`src/rtl/view_display.sv`:
```
// -----------------------------------------------------------------------------
// view_display
//   Board-side consumer of the CPU's 32-bit `view` debug bus. The latched
//   value is scanned as 8 hex digits onto a multiplexed common-anode
//   7-segment display. A new value is taken only at a frame boundary, which
//   is the wrap from digit 7 back to digit 0. Because of this, one frame never
//   mixes old and new digits.
//
// Parameters
//   SCAN_DIV      clock cycles spent on each digit slot (>= 1)
//   AN_ACTIVE_LOW 1 = anode enables active-low, 0 = active-high
//
// Ports
//   slow_clk  in   sole clock
//   reset     in   asynchronous, active-low reset
//   view      in   [31:0] value to display; digit k shows view[4k+3:4k]
//   freeze    in   1 = hold the currently latched value
//   an        out  [7:0] one-hot digit enable (polarity per AN_ACTIVE_LOW)
//   seg       out  [6:0] segments {g,f,e,d,c,b,a}, active-low
//   dp        out  decimal point, active-low (always off)
//   changed   out  one-cycle pulse when the latched value changes
//
// Optional feature
//   VIEW_DISPLAY_LZB_EN  leading-zero blanking. Digits above the most
//   significant nonzero nibble are blanked. Their anode is still driven, so
//   the scan timing does not change. Digit 0 is never blanked.
// -----------------------------------------------------------------------------
module view_display #(
  parameter int SCAN_DIV      = 50000,
  parameter bit AN_ACTIVE_LOW = 1'b1
) (
  input  logic        slow_clk,
  input  logic        reset,
  input  logic [31:0] view,
  input  logic        freeze,
  output logic [7:0]  an,
  output logic [6:0]  seg,
  output logic        dp,
  output logic        changed
);

  localparam int PW = (SCAN_DIV > 1) ? $clog2(SCAN_DIV) : 1;
  localparam logic [PW-1:0] PRESCALE_LAST = PW'(SCAN_DIV - 1);
  localparam logic [7:0]    AN_OFF        = AN_ACTIVE_LOW ? 8'hFF : 8'h00;

  logic [PW-1:0] prescaler_reg, prescaler_next;
  logic [2:0]    idx_reg, idx_next;
  logic [31:0]   shadow_reg;
  logic          load_pending_reg;

  logic          tick;
  logic          wrap;
  logic          load;

  logic [3:0]    nibble   [8];
  logic [7:0]    nonzero;
  logic [3:0]    cur_nibble;
  logic          blank;
  logic [6:0]    seg_next;
  logic [7:0]    an_next;

  assign tick = (prescaler_reg == PRESCALE_LAST);
  assign wrap = tick && (idx_reg == 3'd7);
  // Loads happen at a frame wrap, or at the first opportunity after reset.
  // A load never happens while freeze is held.
  assign load = (wrap || load_pending_reg) && !freeze;

  assign prescaler_next = tick ? '0 : prescaler_reg + 1'b1;
  assign idx_next       = tick ? idx_reg + 3'd1 : idx_reg;

  // Split the shadow value into digits and note which digits are nonzero.
  generate
    for (genvar gi = 0; gi < 8; gi++) begin : g_nibble
      assign nibble[gi]  = shadow_reg[4*gi +: 4];
      assign nonzero[gi] = |shadow_reg[4*gi +: 4];
    end
  endgenerate

  assign cur_nibble = nibble[idx_reg];

`ifdef VIEW_DISPLAY_LZB_EN
  logic [2:0] msd;
  // The most significant nonzero digit defaults to 0. This keeps digit 0
  // visible when the value is all zeros.
  always_comb begin
    msd = 3'd0;
    for (int i = 1; i < 8; i++) begin
      if (nonzero[i]) msd = 3'(i);
    end
  end
  assign blank = (idx_reg > msd);
`else
  assign blank = 1'b0;
  logic unused_nonzero;
  assign unused_nonzero = ^nonzero;
`endif

  always_comb begin
    seg_next = 7'h7F;
    case (cur_nibble)
      4'h0: seg_next = 7'b1000000;
      4'h1: seg_next = 7'b1111001;
      4'h2: seg_next = 7'b0100100;
      4'h3: seg_next = 7'b0110000;
      4'h4: seg_next = 7'b0011001;
      4'h5: seg_next = 7'b0010010;
      4'h6: seg_next = 7'b0000010;
      4'h7: seg_next = 7'b1111000;
      4'h8: seg_next = 7'b0000000;
      4'h9: seg_next = 7'b0010000;
      4'hA: seg_next = 7'b0001000;
      4'hB: seg_next = 7'b0000011;
      4'hC: seg_next = 7'b1000110;
      4'hD: seg_next = 7'b0100001;
      4'hE: seg_next = 7'b0000110;
      4'hF: seg_next = 7'b0001110;
      default: seg_next = 7'h7F;
    endcase
    if (blank) seg_next = 7'h7F;
  end

  always_comb begin
    an_next = 8'h00;
    an_next[idx_reg] = 1'b1;
    if (AN_ACTIVE_LOW) an_next = ~an_next;
  end

  // Scan counters and the latched value.
  always_ff @(posedge slow_clk or negedge reset) begin
    if (!reset) begin
      prescaler_reg    <= '0;
      idx_reg          <= 3'd0;
      shadow_reg       <= 32'h0;
      load_pending_reg <= 1'b1;
      changed          <= 1'b0;
    end else begin
      prescaler_reg <= prescaler_next;
      idx_reg       <= idx_next;
      changed       <= load && (view != shadow_reg);
      if (load) begin
        shadow_reg       <= view;
        load_pending_reg <= 1'b0;
      end
    end
  end

  // The display outputs are registered from the current idx and shadow,
  // so they lag idx by one cycle.
  always_ff @(posedge slow_clk or negedge reset) begin
    if (!reset) begin
      an  <= AN_OFF;
      seg <= 7'h7F;
      dp  <= 1'b1;
    end else begin
      an  <= an_next;
      seg <= seg_next;
      dp  <= 1'b1;
    end
  end

endmodule
```
`config.mk`:
```
export PLATFORM = sky130hd
export DESIGN_NAME = view_display
export DESIGN_NICKNAME = d
export VERILOG_FILES = /design/src/rtl/view_display.sv
export SDC_FILE = /design/constraint.sdc
export NUM_CORES = 1
export LEC_CHECK = 0
export ABC_AREA = 1
export CAP_MARGIN = 20
export CORE_MARGIN = 2
export CORE_UTILIZATION = 55
export DETAILED_ROUTE_END_ITERATION = 10
export PLACE_DENSITY = 0.8
export SYNTH_ARGS = -nofsm -noshare
export SYNTH_HDL_FRONTEND = slang
export SYNTH_SLANG_ARGS = --single-unit
```
`constraint.sdc`:
```
create_clock -name slow_clk -period 3.08 [get_ports slow_clk]
set_clock_uncertainty 0.1 [all_clocks]
set_input_delay 0.308 -clock slow_clk [delete_from_list [all_inputs] [get_ports slow_clk]]
set_output_delay 0.308 -clock slow_clk [all_outputs]
set_load 0.02 [all_outputs]
```
; ---- Word-level counts from Yosys, hierarchy flattened
; Memories as Yosys holds them, arrays and structs flattened. A register that Yosys moved wholly into a read port is not among the register bits.
; Cells that the tools add are included.
[classes]
add_sub_neg = 2
n_mul = 0
div_mod_pow = 0
order_cmp = 3
eq_ne = 3
n_shift = 0
mux = 6
n_bitwise = 2
reduce_logical = 7
[ops]
columns = cell, count
row1 = $ne A32 B32 Y1, 1
row2 = $add A16 B1 Y16 const B, 1
row3 = $eq A16 B16 Y1 const B, 1
row4 = $mux W16, 1
row5 = $bmux W4 S3, 1
row6 = $mux W4, 2
row7 = $not A8 Y8, 1
row8 = $ge A4 B4 Y1 const B, 1
row9 = $logic_and A1 B1 Y1, 4
row10 = $lt A3 B4 Y1 const B, 1
row11 = $not A3 Y4, 1
row12 = $add A3 B1 Y3 const B, 1
row13 = $demux W1 S3, 1
row14 = $eq A3 B3 Y1 const B, 1
row15 = $ge A3 B1 Y1 const B, 1
row16 = $logic_not A1 Y1, 2
row17 = $logic_or A1 B1 Y1, 1
row18 = $mux W1, 1
[totals]
ff_bits = 61
latchBits = 0
ram_bits = 0
mem_bits_ro = 112
input_bits = 35
out_inout_bits = 17
n_memories = 1
[memory_table]
columns = memory, words, width, read_ports, rd_clocked_by_memory_dff, write_ports, line_no
row1 = (name not given), 16, 7, 1, 1, 0, 100  ; case (cur_nibble)

; ---- Logic depth before layout (Yosys ltp)
[logic_depth]
word_depth = 5
depth_mapped = 14

; ---- Worst setup path before layout
; Ideal clock, no wire load.
[synth_path]
path_kind = register to register
start = reg idx_reg[0]
end = reg seg[0]
setup_time_ns = 0.060
arrival_ns = 1.587
t_required_ns = 2.920
path_slack_ns = 1.332
path_stages_with_launch = 11
path_buffers = 1
synth_period_minus_slack_ns = 1.748
path_cell_list = dfrtp_1 -> buf_4 -> or2_1 -> nand2_1 -> nand3_1 -> nor2_1 -> ha_1 -> inv_1 -> nand2_1 -> nand3_1 -> nand2_1
[synth_between]
elab_chain_len = 4
[synth_rtl]
columns = item, line_no
row1 = start: declaration, 47  ; logic [2:0] idx_reg, idx_next;
row2 = start signal: assignment, 138  ; idx_reg <= idx_next;
row3 = $not A3 Y4 (implied by the code), 79  ; assign cur_nibble = nibble[idx_reg];
row4 = $bmux W4 S3, 79
row5 = $mux W4 (implied by the code) (2 in a row), 79
row6 = end: declaration, 37  ; output logic [6:0] seg,
; Every way passes these cells. The select of a mux whose other input is x is not followed.
; A chain may end at the register's enable or synchronous reset.

; ---- Worst setup path in the final report
; Same ends and word-level chain as after synthesis.

==> flow_metrics.env <==
export IMPL_synth_cells=513
export IMPL_ctsResizeCount=0
export IMPL_largest_reg_flops=32
export IMPL_ff2ff_path_depth=11
export IMPL_dr_pass1_iters=5
export IMPL_grt_pass1_vias=3196
export IMPL_syn_to_final_growth_pct=18.7
export IMPL_max_slew_margin_pct=52.0
export IMPL_cts_tree="yes"
export IMPL_clk_pin_slew_ns=0.08
export IMPL_synth_fa_ha_area_share_pct=2.62
export IMPL_numCtsBuffers=9
export IMPL_tightest_slew_ns=0.720
export IMPL_synth_async_sr_flop_share_pct=100
export IMPL_crit_path_max_fanout=22
export IMPL_ant_nets=0
export IMPL_syn_nets=556
export IMPL_die_area_um2=7640
export IMPL_antenna_found_initial=0
export IMPL_p_per_area_nw_per_um2=385
export IMPL_power_total_w=0.00175
export IMPL_grt_pass1_wl_um=14300
export IMPL_synth_xor_area_share_pct=6.86
export IMPL_io_pins=52
export IMPL_startpoint="idx_reg[0]$_DFFE_PN0N_"
export IMPL_critPathRequiredTime_ns=3.27
export IMPL_drt_wl_total_um=8190
export IMPL_initial_core_util_pct=56.6
export IMPL_synth_top_family_by_area="simple AND/OR/NAND/NOR gates"
export IMPL_grt_usage_pct=23.8
export IMPL_clock_root_buffer="clkbuf_8"
export IMPL_core_area_um2=6760
export IMPL_yosys_warnings=0
export IMPL_crit_cells=11
export IMPL_ys_types=28
export IMPL_gp_congestion=0.909
export IMPL_peakVddDrop_uv=241
export IMPL_synth_edf_count=0
export IMPL_crit_path_end_kind="flop"
export IMPL_p_leak_nw=2.40
export IMPL_muxShareOfSynthArea_pct=0
export IMPL_synth_top_area_share_pct=34.0
export IMPL_crit_chain="inv_2 > nor2_1 > nor2_1 > nand2_1 > nand3_1 > nor2_1 > ha_1 > inv_1 > nand2_1 > nand3_1 > nand2_1"
export IMPL_fmax_ghz=0.394
export IMPL_antennaDiodeCount=0
export IMPL_multi_input_area_um2=1830
export IMPL_cts_max_level=3
export IMPL_slowest_delay_ns=0.81
export IMPL_synthSimpleGateAreaFrac_pct=36.3
export IMPL_drt_initial_drc_count=208
export IMPL_clkSinkCount=68
export IMPL_fin_crit_ns=2.54
export IMPL_min_delay_start="load_pending_reg$_DFFE_PN1P_"
export IMPL_endpoint="seg[0]$_DFF_PN1_"
export IMPL_postCtsSetupBuffers=0
export IMPL_worst_path_buf_inv=2
export IMPL_synth_flop_cell="dfrtp_1"
export IMPL_port_buffers=50
export IMPL_final_nets=602
export IMPL_rr_startpoint="idx_reg[0]$_DFFE_PN0N_"
export IMPL_ys_ff_latch=68
export IMPL_slew_violations=0
export IMPL_layout_drive_gt1_share_pct=9.40
export IMPL_ys_top_cells_by_count="199 x nand2_1, 56 x nand3_1, 52 x dfrtp_1, 48 x nor2_1, 36 x inv_1"
export IMPL_die_w_um=87.4
export IMPL_routed_via_density=5.23
export IMPL_yosysMostFrequentCell="nand2_1"
export IMPL_crit_slowest_cell="dfrtp_1"
export IMPL_fin_tns_setup_ns=0
export IMPL_synth_top_area_cell="dfrtp_1"
export IMPL_hold_viol_final=0
export IMPL_cpLargestDelayFamily="simple AND/OR/NAND/NOR gates"
export IMPL_syn_cell_area_um2=3830
export IMPL_netlist_top_cells_area="dfrtp_1 34%, nand2_1 20%, dfstp_2 11%, nand3_1 7.3%, xor2_1 5.5%"
export IMPL_crit_type="reg2reg"
export IMPL_grt_max_degree=42
export IMPL_fin_crit_sh_pct=82.4
export IMPL_remaining_drc_errors=0
export IMPL_rows=30
export IMPL_num_fill_cells=565
export IMPL_grt_ovfl_total=0
export IMPL_drv_cap=0
export IMPL_min_path_type="reg2reg"
export IMPL_routedWlPerCell_um=12.7
export IMPL_ys_seq_area_share_pct=45.0
export IMPL_clockBufferDepth=2
export IMPL_start_kind="flop"
export IMPL_postSynthAreaPerCell_um2=7.46
export IMPL_rsz0062_at_grt="false"
export IMPL_regArea_um2=1720
export IMPL_status="finished clean"
export IMPL_die_h_um=87.4
export IMPL_num_vias=3367
export IMPL_dp_hpwl_um=5700
export IMPL_regToRegEndpoint="seg[0]$_DFF_PN1_"
export IMPL_setup_viol_count_final=0
export IMPL_r2r_setup_slack_ns=0.54
export IMPL_clk_latency_ns=0.35
export IMPL_crit_arrival_ns=2.73
export IMPL_synth_compound_area_share_pct=1.90
cell type report:
cell class	instances	share of cell area (%)
multi-input combinational	384	40.2
sequential	68	37.9
timing repair buffer	53	11.7
inverter	43	3.55
clock buffer	10	3.03
tap	80	2.20
clock inverter	6	1.40
what timing repair did:
item,in CTS,in global routing
hold endpoints to repair,12,0
endpoints found under the setup margin,0,0
hold buffers,1,0
layout by cell type, fill, tap and decap left out, types with 2 or more instances in the layout:
cell,Yosys,routed
inv_1,36,36
xor2_1,24,24
clkdlybuf4s50_1,0,49
or2_2,2,2
clkinv_2,0,2
nand3b_1,2,2
nand3_1,56,56
inv_2,6,6
dfrtp_1,52,52
ha_1,8,8
nor2_1,48,48
o21ai_0,7,7
nand4_1,7,7
xnor2_1,6,6
a21oi_1,6,6
nand2_4,2,2
clkinvlp_4,0,2
clkbuf_8,0,10
nor3_1,6,6
dfstp_2,16,16
nand2_1,199,199
nand2_2,7,7
tightest hold or removal path, delay by kind of cell, from the launching register on:
| kind | cells | cell delay (ns) |
|---|---|---|
| buffers and inverters | 1 | 0.03 |
| flip-flops | 1 | 0.37 |
| AND/OR/NAND/NOR | 1 | 0.07 |
logic make-up (layout without fill, tap and decap cells):
group | count (synthesis) | after routing
xor gates and xnor gates | 30 | 30
DFF | 68 | 68
other | 1 | 1
and+or+nand+nor | 331 | 331
adders and majority gates | 8 | 8
buffers and inverters | 61 | 112
AOI/OAI and AO/OA | 14 | 14
through the flow:
stage | setup slack, ns | hold WS, ns | cells | cell area [µm²] | util [%]
2_1_floorplan | 1.33 | -0.0876 | 513 | 3830 | -
3_3_place_gp | 0.624 | 0.255 | 627 | 4330 | 64.1
3_5_place_dp | 0.598 | 0.262 | 627 | 4330 | 64.1
4_1_cts | 0.564 | 0.367 | 644 | 4540 | 67.3
5_1_grt | 0.229 | 0.381 | 644 | 4540 | 67.3
6_report | 0.541 | 0.365 | 644 | 4540 | 67.3
power breakdown:
| part | switching (W) | total (W) | internal (W) |
|---|---|---|---|
| clock | 0.000356 | 0.000750 | 0.000394 |
| sequential | 0 | 0.000893 | 0.000893 |
| combinational | 0.0000527 | 0.000107 | 0.0000544 |
worst min path at each step:
stage                     cells after the start                            to  slack [ns]
final                                         2  load_pending_reg$_DFFE_PN1P_        0.37
after global routing                          2  load_pending_reg$_DFFE_PN1P_        0.38
after CTS                                     2  load_pending_reg$_DFFE_PN1P_        0.37
after detailed placement                      1    prescaler_reg[7]$_DFF_PN0_        0.26
after global placement                        1    prescaler_reg[7]$_DFF_PN0_        0.26
after floorplan                               0             changed$_DFF_PN0_       -0.09
layer usage:
layer,global-route usage (%),share of wire [%],up-vias
li1,-,-,1688
met1,31.8,45,1562
met2,38.0,48,102
met3,5.78,5.3,15
met4,8.25,1.6,0
met5,0,0,-
Note: power is estimated with default switching activity, not from simulation.
